==> src/rtl/busyctr_pkg.sv <==
// rtl/busyctr_pkg.sv - shared types and helpers for the multi-channel busy timer
//
// Purpose: mode encoding used by the configuration bus and every channel, plus
// the channel-index width helper shared by the interface and the top level.
// Ports: none (package).
package busyctr_pkg;

    typedef enum logic [1:0] {
        MODE_ONESHOT  = 2'd0,
        MODE_RETRIG   = 2'd1,
        MODE_PERIODIC = 2'd2,
        MODE_RESERVED = 2'd3
    } mode_t;

    // Channel index width; a single-channel build still needs a 1-bit index.
    function automatic int chan_idx_width(input int nchan);
        return (nchan > 1) ? $clog2(nchan) : 1;
    endfunction

endpackage

==> src/rtl/busyctr_multi_if.sv <==
// rtl/busyctr_multi_if.sv - configuration write bus for the busy timer
//
// Purpose: groups the configuration write strobe, channel index, delay and mode.
// Signals:
//   cfg_wr     write strobe, one write per cycle it is high
//   cfg_chan   target channel index (CW bits); indices >= NCHAN are ignored
//   cfg_delay  delay D in cycles (WIDTH bits)
//   cfg_mode   mode to store (mode_t)
// Modports: master drives the bus, slave (the timer) receives it.
interface busyctr_multi_if
    import busyctr_pkg::*;
#(
    parameter int NCHAN = 4,
    parameter int WIDTH = 16
);
    localparam int CW = chan_idx_width(NCHAN);

    logic             cfg_wr;
    logic [CW-1:0]    cfg_chan;
    logic [WIDTH-1:0] cfg_delay;
    mode_t            cfg_mode;

    modport master (output cfg_wr, output cfg_chan, output cfg_delay, output cfg_mode);
    modport slave  (input  cfg_wr, input  cfg_chan, input  cfg_delay, input  cfg_mode);

endinterface

==> src/rtl/busyctr_chan.sv <==
// rtl/busyctr_chan.sv - one busy-timer channel: counter, delay, mode, done pulse
//
// Purpose: holds off a consumer for D cycles after a start, in one-shot,
// retrigger or periodic mode.
// Ports:
//   i_clk, i_reset  clock, synchronous active-high reset
//   i_start         start request, level-sampled
//   i_abort         clears the counter without a done pulse
//   i_cfg_we        decoded write enable for this channel
//   i_cfg_delay     delay to latch on write
//   i_cfg_mode      mode to latch on write (reserved stored as one-shot)
//   o_busy          counter != 0
//   o_done          registered one-cycle pulse on natural expiry
module busyctr_chan
    import busyctr_pkg::*;
#(
    parameter int WIDTH         = 16,
    parameter int DEFAULT_DELAY = 22
) (
    input  logic             i_clk,
    input  logic             i_reset,
    input  logic             i_start,
    input  logic             i_abort,
    input  logic             i_cfg_we,
    input  logic [WIDTH-1:0] i_cfg_delay,
    input  mode_t            i_cfg_mode,
    output logic             o_busy,
    output logic             o_done
);
    localparam logic [WIDTH-1:0] CNT_ONE = WIDTH'(1);

    logic [WIDTH-1:0] cnt_q, cnt_d;
    logic [WIDTH-1:0] dly_q, dly_d;
    mode_t            mode_q, mode_d;
    logic             done_q, done_d;

    logic cnt_zero;
    logic cnt_last;

    assign cnt_zero = (cnt_q == '0);
    assign cnt_last = (cnt_q == CNT_ONE);

    always_comb begin
        cnt_d  = cnt_q;
        done_d = 1'b0;
        dly_d  = dly_q;
        mode_d = mode_q;

        // Counter decisions always use the stored D/mode, so a same-cycle
        // configuration write only affects later loads and expiries.
        if (i_abort) begin
            cnt_d = '0;
        end else if (i_start && cnt_zero && (dly_q != '0)) begin
            cnt_d = dly_q;
        end else if (i_start && !cnt_zero && (mode_q == MODE_RETRIG)) begin
            // A retrigger at count 1 is a reload, not an expiry: no done.
            cnt_d = dly_q;
        end else if (cnt_last && (mode_q == MODE_PERIODIC)) begin
            // Auto-reload; D == 0 naturally lands on 0 and ends the run.
            cnt_d  = dly_q;
            done_d = 1'b1;
        end else if (!cnt_zero) begin
            cnt_d  = cnt_q - CNT_ONE;
            done_d = cnt_last;
        end

        if (i_cfg_we) begin
            dly_d  = i_cfg_delay;
            mode_d = (i_cfg_mode == MODE_RESERVED) ? MODE_ONESHOT : i_cfg_mode;
        end
    end

    always_ff @(posedge i_clk) begin
        if (i_reset) begin
            cnt_q  <= '0;
            dly_q  <= WIDTH'(DEFAULT_DELAY);
            mode_q <= MODE_ONESHOT;
            done_q <= 1'b0;
        end else begin
            cnt_q  <= cnt_d;
            dly_q  <= dly_d;
            mode_q <= mode_d;
            done_q <= done_d;
        end
    end

    assign o_busy = !cnt_zero;
    assign o_done = done_q;

endmodule

==> src/rtl/busyctr_multi.sv <==
// rtl/busyctr_multi.sv - multi-channel runtime-configurable busy timer (top)
//
// Purpose: NCHAN independent busy timers sharing one configuration write bus.
// Ports:
//   i_clk, i_reset  clock, synchronous active-high reset
//   i_start         per-channel start request (NCHAN)
//   i_abort         per-channel abort (NCHAN)
//   cfg             configuration write bus (slave modport)
//   o_busy          per-channel busy (NCHAN)
//   o_done          per-channel expiry pulse (NCHAN)
//   o_any_busy      OR of o_busy
module busyctr_multi
    import busyctr_pkg::*;
#(
    parameter int NCHAN         = 4,
    parameter int WIDTH         = 16,
    parameter int DEFAULT_DELAY = 22
) (
    input  logic             i_clk,
    input  logic             i_reset,
    input  logic [NCHAN-1:0] i_start,
    input  logic [NCHAN-1:0] i_abort,
    busyctr_multi_if.slave   cfg,
    output logic [NCHAN-1:0] o_busy,
    output logic [NCHAN-1:0] o_done,
    output logic             o_any_busy
);
    localparam int CW = chan_idx_width(NCHAN);

    logic [NCHAN-1:0] cfg_we;

    for (genvar n = 0; n < NCHAN; n++) begin : g_chan
        // An index >= NCHAN matches no channel, so such writes are dropped.
        assign cfg_we[n] = cfg.cfg_wr && (cfg.cfg_chan == CW'(n));

        busyctr_chan #(
            .WIDTH         (WIDTH),
            .DEFAULT_DELAY (DEFAULT_DELAY)
        ) u_chan (
            .i_clk       (i_clk),
            .i_reset     (i_reset),
            .i_start     (i_start[n]),
            .i_abort     (i_abort[n]),
            .i_cfg_we    (cfg_we[n]),
            .i_cfg_delay (cfg.cfg_delay),
            .i_cfg_mode  (cfg.cfg_mode),
            .o_busy      (o_busy[n]),
            .o_done      (o_done[n])
        );
    end

    assign o_any_busy = |o_busy;

endmodule
==> src/flat_wrapper.sv <==
// flat-port wrapper written by rule: the top's interface ports become plain ports
module busyctr_multi_flat import busyctr_pkg::*;
#(
    parameter int NCHAN         = 4,
    parameter int WIDTH         = 16,
    parameter int DEFAULT_DELAY = 22
)
  (i_clk, i_reset, i_start, i_abort, o_busy, o_done, o_any_busy, cfg_cfg_wr, cfg_cfg_chan, cfg_cfg_delay, cfg_cfg_mode);
  busyctr_multi_if #(.NCHAN(NCHAN), .WIDTH(WIDTH)) cfg_i ();
  input  logic i_clk;
  input  logic i_reset;
  input  logic [NCHAN-1:0] i_start;
  input  logic [NCHAN-1:0] i_abort;
  output logic [NCHAN-1:0] o_busy;
  output logic [NCHAN-1:0] o_done;
  output logic o_any_busy;
  input wire logic [$bits(cfg_i.cfg_wr)-1:0] cfg_cfg_wr;
  input wire logic [$bits(cfg_i.cfg_chan)-1:0] cfg_cfg_chan;
  input wire logic [$bits(cfg_i.cfg_delay)-1:0] cfg_cfg_delay;
  input wire logic [$bits(cfg_i.cfg_mode)-1:0] cfg_cfg_mode;
  assign cfg_i.cfg_wr = cfg_cfg_wr;
  assign cfg_i.cfg_chan = cfg_cfg_chan;
  assign cfg_i.cfg_delay = cfg_cfg_delay;
  assign cfg_i.cfg_mode = cfg_cfg_mode;
  busyctr_multi #(.NCHAN(NCHAN), .WIDTH(WIDTH), .DEFAULT_DELAY(DEFAULT_DELAY)) u_core (.i_clk(i_clk), .i_reset(i_reset), .i_start(i_start), .i_abort(i_abort), .cfg(cfg_i), .o_busy(o_busy), .o_done(o_done), .o_any_busy(o_any_busy));
endmodule
==> config.mk <==
export PLATFORM = sky130hd
export DESIGN_NAME = busyctr_multi_flat
export DESIGN_NICKNAME = d
export VERILOG_FILES = /design/src/rtl/busyctr_pkg.sv /design/src/rtl/busyctr_multi_if.sv /design/src/rtl/busyctr_chan.sv /design/src/rtl/busyctr_multi.sv /design/src/flat_wrapper.sv
export SDC_FILE = /design/constraint.sdc
export NUM_CORES = 1
export LEC_CHECK = 0
export CAP_MARGIN = 20
export CORE_MARGIN = 5
export CORE_UTILIZATION = 50
export DETAILED_ROUTE_END_ITERATION = 7
export PLACE_DENSITY = 0.69
export SLEW_MARGIN = 20
export SYNTH_ARGS = -nofsm -noshare
export SYNTH_HDL_FRONTEND = slang
export SYNTH_HIERARCHICAL = 1
export SYNTH_SLANG_ARGS = --single-unit
==> constraint.sdc <==
create_clock -name i_clk -period 6.31 [get_ports i_clk]
set_input_delay 1.262 -clock i_clk [delete_from_list [all_inputs] [get_ports i_clk]]
set_output_delay 1.262 -clock i_clk [all_outputs]
set_load 0.02 [all_outputs]
### Word level (Yosys, flattened, before mapping)

Cells that the tools add are included.

* add/sub/neg operators: 4
* multipliers: 0
* divide/modulo/power cells: 0
* order comparisons: 0
* eq/ne operators: 20
* shift-type cells: 0
* muxes and demuxes: 25
* bitwise logic cells: 0
* reductions and logical operators: 46

Operators by type and width (number)
* $mux 16: 16
* $eq 16x1->1 const B: 4
* $logic_not 16->1: 4
* $reduce_bool 16->1: 4
* $sub 16x1->16 const B: 4
* $logic_and 1x1->1: 24
* $reduce_or 4->1: 5
* $ne 4x1->1 const B: 4
* $eq 2x2->1 const B: 7
* $eq 2x1->1 const B: 5
* $mux 1: 8
* $reduce_or 2->1: 4
* $logic_not 1->1: 4
* $logic_not 2->1: 1
* $mux 2: 1

* register bits: 140
* bits in latches: 0
* memory bits (writable): 0
* memory bits (read-only): 0
* output and inout bits: 9
* logic and storage cells: 111
* memories: 0

### Logic depth before layout (Yosys ltp)

Gate-level depths: netlist of run 1.

* depth after elaboration: 6
* depth in mapped cells: 8
* mapped depth without buffers: 8

### By module

Netlist of run 1, hierarchy kept.

Modules (own cells, without submodules)
* busyctr_chan: times used 4, cells each 165, area each 1640.3 um^2, sequential area each 700.7 um^2
* busyctr_multi: times used 1, cells each 5, area each 38.8 um^2, sequential area each 0.0 um^2

### Worst setup path after synthesis of run 1

Ideal clock, no wire load.

* path type: register -> output
* start: reg u_core.g_chan[1].u_chan.cnt_q[0]
* end: out o_any_busy
* data arrival time: 1899 ps
* data required time: 5048 ps
* setup slack: 3149 ps
* stages on the path, launching flop included: 7
* buffers on the path: 0
* path through: dfxtp_1 > inv_1 > ha_1 > nor4b_1 > and4_4 > inv_1 > or4_1

* longest elaborated chain between the ends: 3

Ends and longest elaborated chain
* from (decl): RTL line busyctr_chan.sv:32 `logic [WIDTH-1:0] cnt_q, cnt_d;`
* from (signal assigned): RTL line busyctr_chan.sv:80 `cnt_q <= cnt_d;`
* $logic_not 16->1: RTL line busyctr_chan.sv:40 `assign cnt_zero = (cnt_q == '0);`
* $logic_not 1->1: RTL line busyctr_chan.sv:87 `assign o_busy = !cnt_zero;`
* via o_busy[1]: RTL line flat_wrapper.sv:14 `output logic [NCHAN-1:0] o_busy;`
* $reduce_or 4->1: RTL line busyctr_multi.sv:52 `assign o_any_busy = |o_busy;`
* to (decl): RTL line flat_wrapper.sv:16 `output logic o_any_busy;`

The timed path passes the listed nets, and every way through them passes these cells.

### Worst setup path after layout of run 1

* start: reg u_core.g_chan[1].u_chan.cnt_q[0]
* end: out o_any_busy

* longest elaborated chain between the ends: 3

Ends and longest elaborated chain (RTL line)
* $logic_not 16->1: busyctr_chan.sv:40
* $logic_not 1->1: busyctr_chan.sv:87
* $reduce_or 4->1: busyctr_multi.sv:52

No other way between the ends.

==> results of run 1 <==
[cells by family (layout without fill, tap and decap cells)]
family,Yosys count,in the layout
xor+xnor,52,52
buf+inv,40,90
compound gates,96,96
fa+ha+maj,12,12
mux,60,60
simple gates,265,265
flops,140,140
[layer usage]
layer  vias up  track usage (%)
met1      2456             26.6
met2       106             33.0
li1       2497                -
met3        12             5.96
met5         -                0
met4         0             6.51
[area by class of cell]
class,count,area share (%)
clock buffers,19,5.84
clock inverters,13,2.45
inverters,16,0.775
multi-input cells,485,46.7
flip-flops and latches,140,36.1
well taps,176,2.84
repair buffers,42,5.26
[metrics by stage]
stage                     worst slack (ps)  util (%)  power, uW  instances
after floorplan                       3150         -       2530        665
after global placement                2680      54.3       2840        859
after detailed placement              2620      54.3       2890        859
after CTS                             2120      59.2       3990        891
after global routing                  1960      59.3       4220        891
final                                 2140      59.3       3970        891
[cell usage in the layout, fill, tap and decap left out, types with 8 or more instances in the layout]
cell                              netlist  layout
sky130_fd_sc_hd__dfxtp_1              140     140
sky130_fd_sc_hd__nand3b_1              12      12
sky130_fd_sc_hd__nand2b_1              12      12
sky130_fd_sc_hd__nand4_1               12      12
sky130_fd_sc_hd__nor3_1                16      16
sky130_fd_sc_hd__inv_1                 16      16
sky130_fd_sc_hd__nor4b_1                8       8
sky130_fd_sc_hd__mux2i_1               60      60
sky130_fd_sc_hd__xnor2_1               40      40
sky130_fd_sc_hd__nor4_1                32      32
sky130_fd_sc_hd__nor2_1                80      80
sky130_fd_sc_hd__clkdlybuf4s50_1        0      38
sky130_fd_sc_hd__ha_1                  12      12
sky130_fd_sc_hd__a211o_1               12      12
sky130_fd_sc_hd__xor2_1                12      12
sky130_fd_sc_hd__nor2b_1               16      16
sky130_fd_sc_hd__o2bb2ai_1             56      56
sky130_fd_sc_hd__nand2_1               36      36
sky130_fd_sc_hd__a21oi_1                8       8
sky130_fd_sc_hd__nand3_1               12      12
sky130_fd_sc_hd__clkbuf_16              0      17
[critical path, delay by kind of cell (launching register included)]
kind | cells | cell delay [ps]
buf+inv | 3 | 800
simple gates | 3 | 1120
fa+ha+maj | 1 | 210
flops | 1 | 350
[power by group]
part | switching (uW) | total (uW) | internal, uW | leakage, uW
clock | 383 | 1070 | 684 | 0.000302
combinational | 924 | 1690 | 761 | 0.00129
sequential | 187 | 1220 | 1030 | 0.00114
total | 1490 | 3970 | 2480 | 0.00273
[how the worst min path moves through the flow]
| stage | from | to | slack [ps] | cells past startpoint |
|---|---|---|---|---|
| detailed placement | u_core/g_chan[2].u_chan/dly_q[4]$_SDFFE_PP1P_ | u_core/g_chan[2].u_chan/cnt_q[4]$_SDFFE_PP0P_ | 470 | 1 |
| floorplan | u_core/g_chan[0].u_chan/dly_q[2]$_SDFFE_PP1P_ | u_core/g_chan[0].u_chan/cnt_q[2]$_SDFFE_PP0P_ | 450 | 1 |
| finish | u_core/g_chan[3].u_chan/dly_q[0]$_SDFFE_PP0P_ | u_core/g_chan[3].u_chan/cnt_q[0]$_SDFFE_PP0P_ | 480 | 2 |
| CTS | u_core/g_chan[0].u_chan/dly_q[13]$_SDFFE_PP0P_ | u_core/g_chan[0].u_chan/cnt_q[13]$_SDFFE_PP0P_ | 480 | 1 |
| global route | u_core/g_chan[3].u_chan/dly_q[0]$_SDFFE_PP0P_ | u_core/g_chan[3].u_chan/cnt_q[0]$_SDFFE_PP0P_ | 500 | 2 |
| global placement | u_core/g_chan[2].u_chan/dly_q[4]$_SDFFE_PP1P_ | u_core/g_chan[2].u_chan/cnt_q[4]$_SDFFE_PP0P_ | 460 | 1 |
[state kept, by name, indices dropped and copies added, names as in the netlist]
| signal | flops |
|---|---|
| u_core/g_chan.u_chan/cnt_q | 64 |
| u_core/g_chan.u_chan/dly_q | 64 |
| u_core/g_chan.u_chan/mode_q | 8 |
| u_core/g_chan.u_chan/o_done | 4 |
==> run summary, run 1 <==
Setup path
• sky130_fd_sc_hd__clkdlybuf4s50_1 — slowest library cell on the worst path
• register — critical path startpoint category
• 3960 ps — slack of the worst reg-to-reg path
• sky130_fd_sc_hd__inv_1 — Worst path most repeated cell
• 550 ps — critical path's largest stage delay
• 6 — critical-path maximum fanout
• u_core/g_chan[0].u_chan/cnt_q[9]$_SDFFE_PP0P_ — reg2reg end
• 2900 ps — arrival time of the worst setup path
• 5050 ps — Required @ worst endpoint
• u_core/g_chan[0].u_chan/cnt_q[0]$_SDFFE_PP0P_ — Worst R2R Start
• register to output port — critical path class
• u_core/g_chan[1].u_chan/cnt_q[0]$_SDFFE_PP0P_ — critical path startpoint
• 7 — logic depth of the worst register-to-register path
• inv_1, ha_1, nor4b_1, and4_4, inv_1, or4_1, clkdlybuf4s50_1 — chain of cells forming the critical path
• output port — kind of capture point of the worst setup path
• o_any_busy — Critical path destination

Layout
• 2800 sq um — Sequential cell area
• 0 — antenna cells
• 3620 sq um — multi-input combinational cell area
• 745 — NumNets Final
• 7750 sq um — Design Area, Final
• 17.5% — relative area change from synthesis to final layout
• 1125 — number of fill cells
• 8.81% — ratio of cells with drive above 1 in the final layout

Synthesis
• 0% — fraction of synthesis flops using an asynchronous set or reset pin
• 9.92 sq um — Mean Syn Cell Area
• 42.5% — share of the yosys chip area belonging to registers
• sky130_fd_sc_hd__dfxtp_1 42%, sky130_fd_sc_hd__mux2i_1 9.1%, sky130_fd_sc_hd__o2bb2ai_1 7.4% — cells taking the most area after synthesis
• 9.10% — proportion of synthesized area in mux cells
• 23.5% — simple-gate share of the synthesized area
• 6.90% — xor and xnor area share after synthesis
• 13.0% — fraction of the mapped netlist area in compound gates
• 0 — count of flip-flops with a built-in enable after synthesis
• 2.27% — adder-cell area share of the yosys netlist
• 665 — Gate Count Post-Synth
• 140 x sky130_fd_sc_hd__dfxtp_1, 80 x sky130_fd_sc_hd__nor2_1, 60 x sky130_fd_sc_hd__mux2i_1 — commonest cells in the synthesized netlist
• 6 — YS warnings
• 42.5% — area share of the largest cell type after synthesis
• 708 — number of nets produced by synthesis
• 140 — total of flip-flops plus latches after synthesis
• sky130_fd_sc_hd__dfxtp_1 — top flip-flop cell by instance count after synthesis
• sky130_fd_sc_hd__dfxtp_1 — most common cell in the synthesized netlist
• simple AND/OR/NAND/NOR gates — combinational family with the most area after synthesis
• sky130_fd_sc_hd__dfxtp_1 — cell type with the largest total area after synthesis
• 6600 sq um — post-synthesis cell area
• 38 — count of unique library cells instantiated by Yosys

STA
• 4170 ps — minimum clock period after layout
• 0 — Final Max Slew Viols
• 66.0% — final cycle utilization of the critical path
• false — RSZ-0062 raised after global routing
• 482 ps — Worst Hold Slack
• 0.240 GHz — maximum frequency from static timing analysis
• 1040 ps — actual slew at the worst max-slew pin
• 7.64 ps — largest clock skew in the final design
• 0 — Final setup viols
• 0 — number of hold violations in the final report
• 0 ps — aggregate negative setup slack
• 30.7% — headroom to the max-slew limit

CTS
• 0 — buffer count from post-CTS setup fixing
• 420 ps — Clk Latency, worst-skew pair
• 2 — buffers from clock root to sink, at most
• 0 — post-cts resize count
• sky130_fd_sc_hd__clkbuf_16 — Clock Root Buffer
• 0 — CTS Hold Bufs
• 60 ps — CTS clock-pin slew for the worst setup and hold paths
• 140 — clock tree sinks
• yes — CTS tree
• 4 — htree depth
• 17 — number of buffers added by the clock tree synthesis step

Floorplan
• 15600 sq um — floorplan die area
• 40 — count of boundary I/O pins
• 50.4% — Initial Utilization
• 125 um — die outline width
• 125 um — die boundary height
• 42 — Core Rows
• 13100 sq um — floorplan core area

Outcome
• finished, final reports clean — outcome

Drt
• 5071 — overall via count from detail_route
• met4 — highest metal layer used by the detailed router
• 5.69 — via density per instance
• 0 — number of nets with antenna violations after routing
• 351 — violation count after the first detailed-routing iteration
• 16.0 mm — detailed-route wire length
• 627 um — Met3 Routed Length
• 0 — detailed-route DRC error count
• 5 — Pre-antenna DRT Iters
• 18.0 um — routed wire length per instance
• 7.60 mm — total length of routed met2 wires
• 7.62 mm — M1 WL

Global routing
• 25.4 mm — first-pass GRT wire length
• 4956 — via count of the first global-routing pass
• 0 — GRT overflow
• 30 — maximum number of pins on one net before global-route repair
• 0 — number of antenna violations at the first check in global routing
• 20.5% — overall fraction of global-route tracks in use

Place
• 0.889 — weighted congestion at the end of routability-driven global placement
• 39 — quantity of I/O buffers inserted on ports
• 7110 sq um — dpl cell area
• 11.2 mm — detailed-placement wirelength estimate

Power and ir drop
• 512 nW/um^2 — power density of the placed cells
• 0.273 mV — worst-case vdd ir drop
• 0.00273 uW — leakage power

Min path
• register to register — class of the worst hold path

Flow run
• 0 — max-cap viol count

(Power assumes the default switching activity.)
==> inputs of run 2 (changes only) <==
==> constraint.sdc (replaced) <==
create_clock -name i_clk -period 4.05 [get_ports i_clk]
set_input_delay 0.81 -clock i_clk [delete_from_list [all_inputs] [get_ports i_clk]]
set_output_delay 0.81 -clock i_clk [all_outputs]
set_load 0.02 [all_outputs]
==> run 2 against run 1 <==
Compared with the run above: routed wire length shrank 1.1%; sequential power up 56%; via count is 0.16% lower; die area unchanged; clock skew decreased by 2.7 ps; clock-buffer cell count is 4 higher; final cell count rose by 0.22%; hold slack worse by 1.7 ps; sequential cell count is the same; sequential share of layout area rose by 0.11 points.
==> run summary, run 2 (same netlist as run 1, synthesis figures left out) <==
Floorplan
• 42 — Core Rows
• 13100 sq um — floorplan core area
• 50.4% — Initial Utilization
• 125 um — die outline width
• 15600 sq um — floorplan die area
• 40 — count of boundary I/O pins
• 125 um — die boundary height

Setup path
• 3 — combined buffer and inverter count along the critical path
• output port — kind of capture point of the worst setup path
• register — critical path startpoint category
• sky130_fd_sc_hd__clkdlybuf4s50_1 — slowest library cell on the worst path
• 1730 ps — slack of the worst reg-to-reg path
• simple AND/OR/NAND/NOR gates — family of cells with the greatest summed delay on the critical path
• 3240 ps — Required @ worst endpoint
• 2900 ps — arrival time of the worst setup path
• 550 ps — critical path's largest stage delay
• inv_1, ha_1, nor4b_1, and4_4, inv_1, or4_1, clkdlybuf4s50_1 — chain of cells forming the critical path
• sky130_fd_sc_hd__inv_1 — Worst path most repeated cell
• 6 — critical-path maximum fanout
• register to output port — critical path class

Global routing
• 25.7 mm — first-pass GRT wire length
• 0 — GRT overflow
• 32 — maximum number of pins on one net before global-route repair
• 5054 — via count of the first global-routing pass
• 0 — number of antenna violations at the first check in global routing
• 20.7% — overall fraction of global-route tracks in use

CTS
• 0 — CTS Hold Bufs
• 4 — htree depth
• 0 — post-cts resize count
• 17 — number of buffers added by the clock tree synthesis step
• 420 ps — Clk Latency, worst-skew pair
• 0 — buffer count from post-CTS setup fixing
• yes — CTS tree
• 140 — clock tree sinks
• 2 — buffers from clock root to sink, at most
• 60 ps — CTS clock-pin slew for the worst setup and hold paths
• sky130_fd_sc_hd__clkbuf_16 — Clock Root Buffer

STA
• 3710 ps — minimum clock period after layout
• 91.5% — final cycle utilization of the critical path
• 0 — number of hold violations in the final report
• 0 — Final Max Slew Viols
• false — RSZ-0062 raised after global routing
• 480 ps — Worst Hold Slack
• 1030 ps — actual slew at the worst max-slew pin
• 0 — Final setup viols
• 0.270 GHz — maximum frequency from static timing analysis
• 4.91 ps — largest clock skew in the final design
• 31.2% — headroom to the max-slew limit
• 0 ps — aggregate negative setup slack

Layout
• 747 — NumNets Final
• sky130_fd_sc_hd__dfxtp_1 — most frequent standard cell in the layout excluding fill and tap cells
• 0 — antenna cells
• 7730 sq um — Design Area, Final
• 8.65% — ratio of cells with drive above 1 in the final layout
• u_core/g_chan.u_chan/cnt_q (64), u_core/g_chan.u_chan/dly_q (64), u_core/g_chan.u_chan/mode_q (8) — Largest regs
• 893 — fin cells
• 17.1% — relative area change from synthesis to final layout
• 140 x sky130_fd_sc_hd__dfxtp_1, 80 x sky130_fd_sc_hd__nor2_1, 60 x sky130_fd_sc_hd__mux2i_1 — most frequent cells in the layout

Place
• 7120 sq um — dpl cell area
• 0.842 — weighted congestion at the end of routability-driven global placement
• 39 — quantity of I/O buffers inserted on ports
• 11.3 mm — detailed-placement wirelength estimate
• 861 — placed cells

Flow run
• 0 — max-cap viol count

Power and ir drop
• 789 nW/um^2 — power density of the placed cells
• 6100 uW — total power consumption of the routed design
• 0.00274 uW — leakage power
• 0.412 mV — worst-case vdd ir drop

Drt
• 5.67 — via density per instance
• 5063 — overall via count from detail_route
• 17.8 um — routed wire length per instance
• 314 — violation count after the first detailed-routing iteration
• 15.9 mm — detailed-route wire length
• 5 — Pre-antenna DRT Iters
• 0 — number of nets with antenna violations after routing
• 0 — detailed-route DRC error count

Min path
• register to register — class of the worst hold path

Outcome
• finished, final reports clean — outcome

## run 2: final cells by class
type                    count  area, sq um
clock inverters             9          109
inverters                  16         60.1
repair buffers             44          423
fillers                  1108         5360
clock buffers              23          498
flip-flops and latches    140         2800
multi-input cells         485         3620
well taps                 176          220
## run 2: final timing paths
check	startpoint	end	cells after the start
worst min-delay path	u_core/g_chan[2].u_chan/dly_q[1]$_SDFFE_PP1P_	u_core/g_chan[2].u_chan/cnt_q[1]$_SDFFE_PP0P_	2
worst min register to register	u_core/g_chan[2].u_chan/dly_q[1]$_SDFFE_PP1P_	u_core/g_chan[2].u_chan/cnt_q[1]$_SDFFE_PP0P_	2
worst max-delay path	u_core/g_chan[0].u_chan/cnt_q[0]$_SDFFE_PP0P_	o_any_busy	7
worst max register to register	u_core/g_chan[0].u_chan/cnt_q[0]$_SDFFE_PP0P_	u_core/g_chan[0].u_chan/cnt_q[12]$_SDFFE_PP0P_	7
## run 2: power breakdown
group / total [uW] / internal (uW) / switching [uW]
sequential: 1900 / 1610 / 294
combinational: 2630 / 1190 / 1440
clock: 1560 / 988 / 575
total: 6100 / 3780 / 2310
## run 2: per-stage QoR
stage	setup WS [ps]	utilization (%)
floorplan	1340	-
finish	342	59.1
CTS	344	59.1
global placement	880	54.4
global route	227	59.1
detailed placement	802	54.4
## run 2: per-layer routing
metal	wire length (um)	vias up	global-route usage, %
li1	-	2518	-
met1	7470	2450	27.1
met2	7630	76	33.7
met3	483	19	4.50
met4	279	0	7.40
met5	0	-	0
## run 2: worst min-delay path: stages (launching register included)
cell and delay, ps:
sky130_fd_sc_hd__dfxtp_1 320, sky130_fd_sc_hd__nand2_1 50, sky130_fd_sc_hd__mux2i_1 60
==> inputs of run 3 (changes only) <==
--- a/config.mk
+++ b/config.mk
@@ -6,10 +6,12 @@
 export NUM_CORES = 1
 export LEC_CHECK = 0
 export CAP_MARGIN = 20
+export CELL_PAD_IN_SITES_DETAIL_PLACEMENT = 1
+export CELL_PAD_IN_SITES_GLOBAL_PLACEMENT = 1
 export CORE_MARGIN = 5
-export CORE_UTILIZATION = 50
+export CORE_UTILIZATION = 47
 export DETAILED_ROUTE_END_ITERATION = 7
-export PLACE_DENSITY = 0.69
+export PLACE_DENSITY_LB_ADDON = 0.1
 export SLEW_MARGIN = 20
 export SYNTH_ARGS = -nofsm -noshare
 export SYNTH_HDL_FRONTEND = slang
==> run 3 against run 2 <==
Compared with the run above: routed wire length increased by 13%; worst setup slack got worse by 14 ps; non-clock buffer count decreased by 1; sequential power about the same; first-iteration DRC count decreased by 12%; register-to-register slack got worse by 60 ps; sequential share of layout area about the same; power increased by 1.6%; die area increased by 5.9%; critical path type unchanged; critical endpoint unchanged; largest cell class unchanged; highest routed layer unchanged.
==> run summary, run 3 (same netlist as run 1, synthesis figures left out) <==
STA
• 3720 ps — minimum clock period after layout
• false — RSZ-0062 raised after global routing
• 0.269 GHz — maximum frequency from static timing analysis
• 1050 ps — actual slew at the worst max-slew pin
• 91.9% — final cycle utilization of the critical path
• 0 — number of hold violations in the final report
• 482 ps — Worst Hold Slack
• 0 — Final setup viols
• 6.67 ps — largest clock skew in the final design
• 0 — Final Max Slew Viols
• 30.2% — headroom to the max-slew limit
• 0 ps — aggregate negative setup slack

Layout
• 746 — NumNets Final
• 17.1% — relative area change from synthesis to final layout
• u_core/g_chan.u_chan/cnt_q (64), u_core/g_chan.u_chan/dly_q (64), u_core/g_chan.u_chan/mode_q (8) — Largest regs
• 140 x sky130_fd_sc_hd__dfxtp_1, 80 x sky130_fd_sc_hd__nor2_1, 60 x sky130_fd_sc_hd__mux2i_1 — most frequent cells in the layout
• sky130_fd_sc_hd__dfxtp_1 — most frequent standard cell in the layout excluding fill and tap cells
• 0 — antenna cells
• 8.66% — ratio of cells with drive above 1 in the final layout

Drt
• 4 — Pre-antenna DRT Iters
• 277 — violation count after the first detailed-routing iteration
• 5199 — overall via count from detail_route
• 0 — number of nets with antenna violations after routing
• 5.80 — via density per instance
• 20.1 um — routed wire length per instance
• 18.0 mm — detailed-route wire length
• 0 — detailed-route DRC error count

Floorplan
• 129 um — die outline width
• 43 — Core Rows
• 16500 sq um — floorplan die area
• 129 um — die boundary height
• 47.7% — Initial Utilization
• 40 — count of boundary I/O pins
• 13800 sq um — floorplan core area

Power and ir drop
• 38.6% — switching fraction of total power
• 801 nW/um^2 — power density of the placed cells
• 0.00273 uW — leakage power
• 2390 uW — net switching power of the design
• 43.4% — combinational fraction of design power
• 25.7% — portion of total power attributed to the clock network
• 3810 uW — cell-internal power
• 0.407 mV — worst-case vdd ir drop
• 30.9% — sequential group share of total power

Global routing
• 38.5% — met2 Resource Use GR
• 55 — maximum number of pins on one net before global-route repair
• met2 — global route hottest layer
• 0 — GRT overflow
• 28.3% — met1 capacity usage during global routing
• 0 — number of antenna violations at the first check in global routing
• 5591 — via count of the first global-routing pass
• 29.3 mm — first-pass GRT wire length
• 4.36% — met3 Resource Use GR
• 22.6% — overall fraction of global-route tracks in use

Setup path
• inv_1, ha_1, nor4b_1, and4_4, inv_1, or4_1, clkdlybuf4s50_1 — chain of cells forming the critical path
• 1670 ps — slack of the worst reg-to-reg path
• output port — kind of capture point of the worst setup path
• 6 — critical-path maximum fanout
• sky130_fd_sc_hd__or4_1 — slowest library cell on the worst path
• register — critical path startpoint category
• 7 — logic depth of the worst register-to-register path
• sky130_fd_sc_hd__inv_1 — Worst path most repeated cell
• 2910 ps — arrival time of the worst setup path
• 3240 ps — Required @ worst endpoint
• register to output port — critical path class
• 3 — combined buffer and inverter count along the critical path
• u_core/g_chan[3].u_chan/cnt_q[6]$_SDFFE_PP0P_ — reg2reg end
• 560 ps — critical path's largest stage delay
• u_core/g_chan[3].u_chan/cnt_q[0]$_SDFFE_PP0P_ — Worst R2R Start
• simple AND/OR/NAND/NOR gates — family of cells with the greatest summed delay on the critical path

CTS
• 0 — buffer count from post-CTS setup fixing
• 17 — number of buffers added by the clock tree synthesis step
• 2 — buffers from clock root to sink, at most
• 4 — htree depth
• 420 ps — Clk Latency, worst-skew pair
• 0 — CTS Hold Bufs
• 60 ps — CTS clock-pin slew for the worst setup and hold paths
• 140 — clock tree sinks
• 0 — post-cts resize count
• sky130_fd_sc_hd__clkbuf_16 — Clock Root Buffer
• yes — CTS tree

Min path
• u_core/g_chan[3].u_chan/dly_q[4]$_SDFFE_PP1P_ — launch point of the worst hold path
• 1 — Hold Path Stages
• u_core/g_chan[3].u_chan/cnt_q[4]$_SDFFE_PP0P_ — destination of the worst hold path
• register to register — class of the worst hold path

Outcome
• finished, final reports clean — outcome

Place
• 39 — quantity of I/O buffers inserted on ports
• 12.7 mm — detailed-placement wirelength estimate
• 0.843 — weighted congestion at the end of routability-driven global placement

Flow run
• 0 — max-cap viol count

==> run 3: cell types whose count changed in the layout (fill, tap and decap cells not counted) <==
cell,before,now
sky130_fd_sc_hd__buf_4,5,4
sky130_fd_sc_hd__bufinv_16,2,3
sky130_fd_sc_hd__clkbuf_1,1,0
sky130_fd_sc_hd__clkbuf_8,5,3
sky130_fd_sc_hd__clkinv_2,3,6
sky130_fd_sc_hd__clkinv_4,2,1
sky130_fd_sc_hd__clkinvlp_4,1,2
sky130_fd_sc_hd__inv_6,1,0
==> run 3: layout make-up <==
class                           instances  area (sq um)
Fill cell                            1517          6100
Multi-Input combinational cell        485          3620
Sequential cell                       140          2800
Clock buffer                           20           467
Timing Repair Buffer                   43           415
Tap cell                              180           225
Clock inverter                         12           144
Inverter                               16          60.1
==> run 3: worst register-to-register path, delay by kind of cell, from the launching register on <==
family | cells | cell delay (ps)
flops | 1 | 400
simple gates | 3 | 930
fa+ha+maj | 1 | 220
buf+inv | 2 | 370
compound gates | 1 | 370
==> run 3: how the worst max path moves through the flow <==
stage          depth (start not counted)                                          start          to  slack, ps
6_report                               7  u_core/g_chan[1].u_chan/cnt_q[0]$_SDFFE_PP0P_  o_any_busy        330
3_5_place_dp                           7  u_core/g_chan[0].u_chan/cnt_q[0]$_SDFFE_PP0P_  o_any_busy        750
5_1_grt                                7  u_core/g_chan[3].u_chan/cnt_q[0]$_SDFFE_PP0P_  o_any_busy        110
3_3_place_gp                           7  u_core/g_chan[1].u_chan/cnt_q[0]$_SDFFE_PP0P_  o_any_busy        830
4_1_cts                                7  u_core/g_chan[1].u_chan/cnt_q[0]$_SDFFE_PP0P_  o_any_busy        280
2_1_floorplan                          6  u_core/g_chan[1].u_chan/cnt_q[0]$_SDFFE_PP0P_  o_any_busy       1340
==> run 3: power by group through the flow <==
| stage | combinational [uW] | sequential (uW) | clock, uW |
|---|---|---|---|
| 2_1_floorplan | 2080 | 1870 | 0 |
| 3_3_place_gp | 2560 | 1910 | 0 |
| 3_5_place_dp | 2640 | 1930 | 0 |
| 4_1_cts | 2700 | 1910 | 1620 |
| 5_1_grt | 2970 | 1940 | 1690 |
| 6_report | 2690 | 1910 | 1590 |
==> run 3: per-stage QoR <==
| stage | cell area (sq um) | power [uW] | setup WS (ps) | util (%) | cells |
|---|---|---|---|---|---|
| floorplan | 6600 | 3940 | 1340 | - | 665 |
| global placement | 7120 | 4470 | 833 | 51.5 | 864 |
| detailed placement | 7120 | 4570 | 752 | 51.5 | 864 |
| CTS | 7730 | 6240 | 283 | 55.9 | 896 |
| global route | 7730 | 6600 | 112 | 55.9 | 896 |
| finish | 7730 | 6190 | 328 | 55.9 | 896 |
==> run 3: per-layer routing <==
layer	wire length (um)	vias up	part of all wire [%]
li1	-	2502	-
met1	8140	2583	45
met2	8830	81	49
met3	531	33	3.0
met4	489	0	2.7
met5	0	-	0
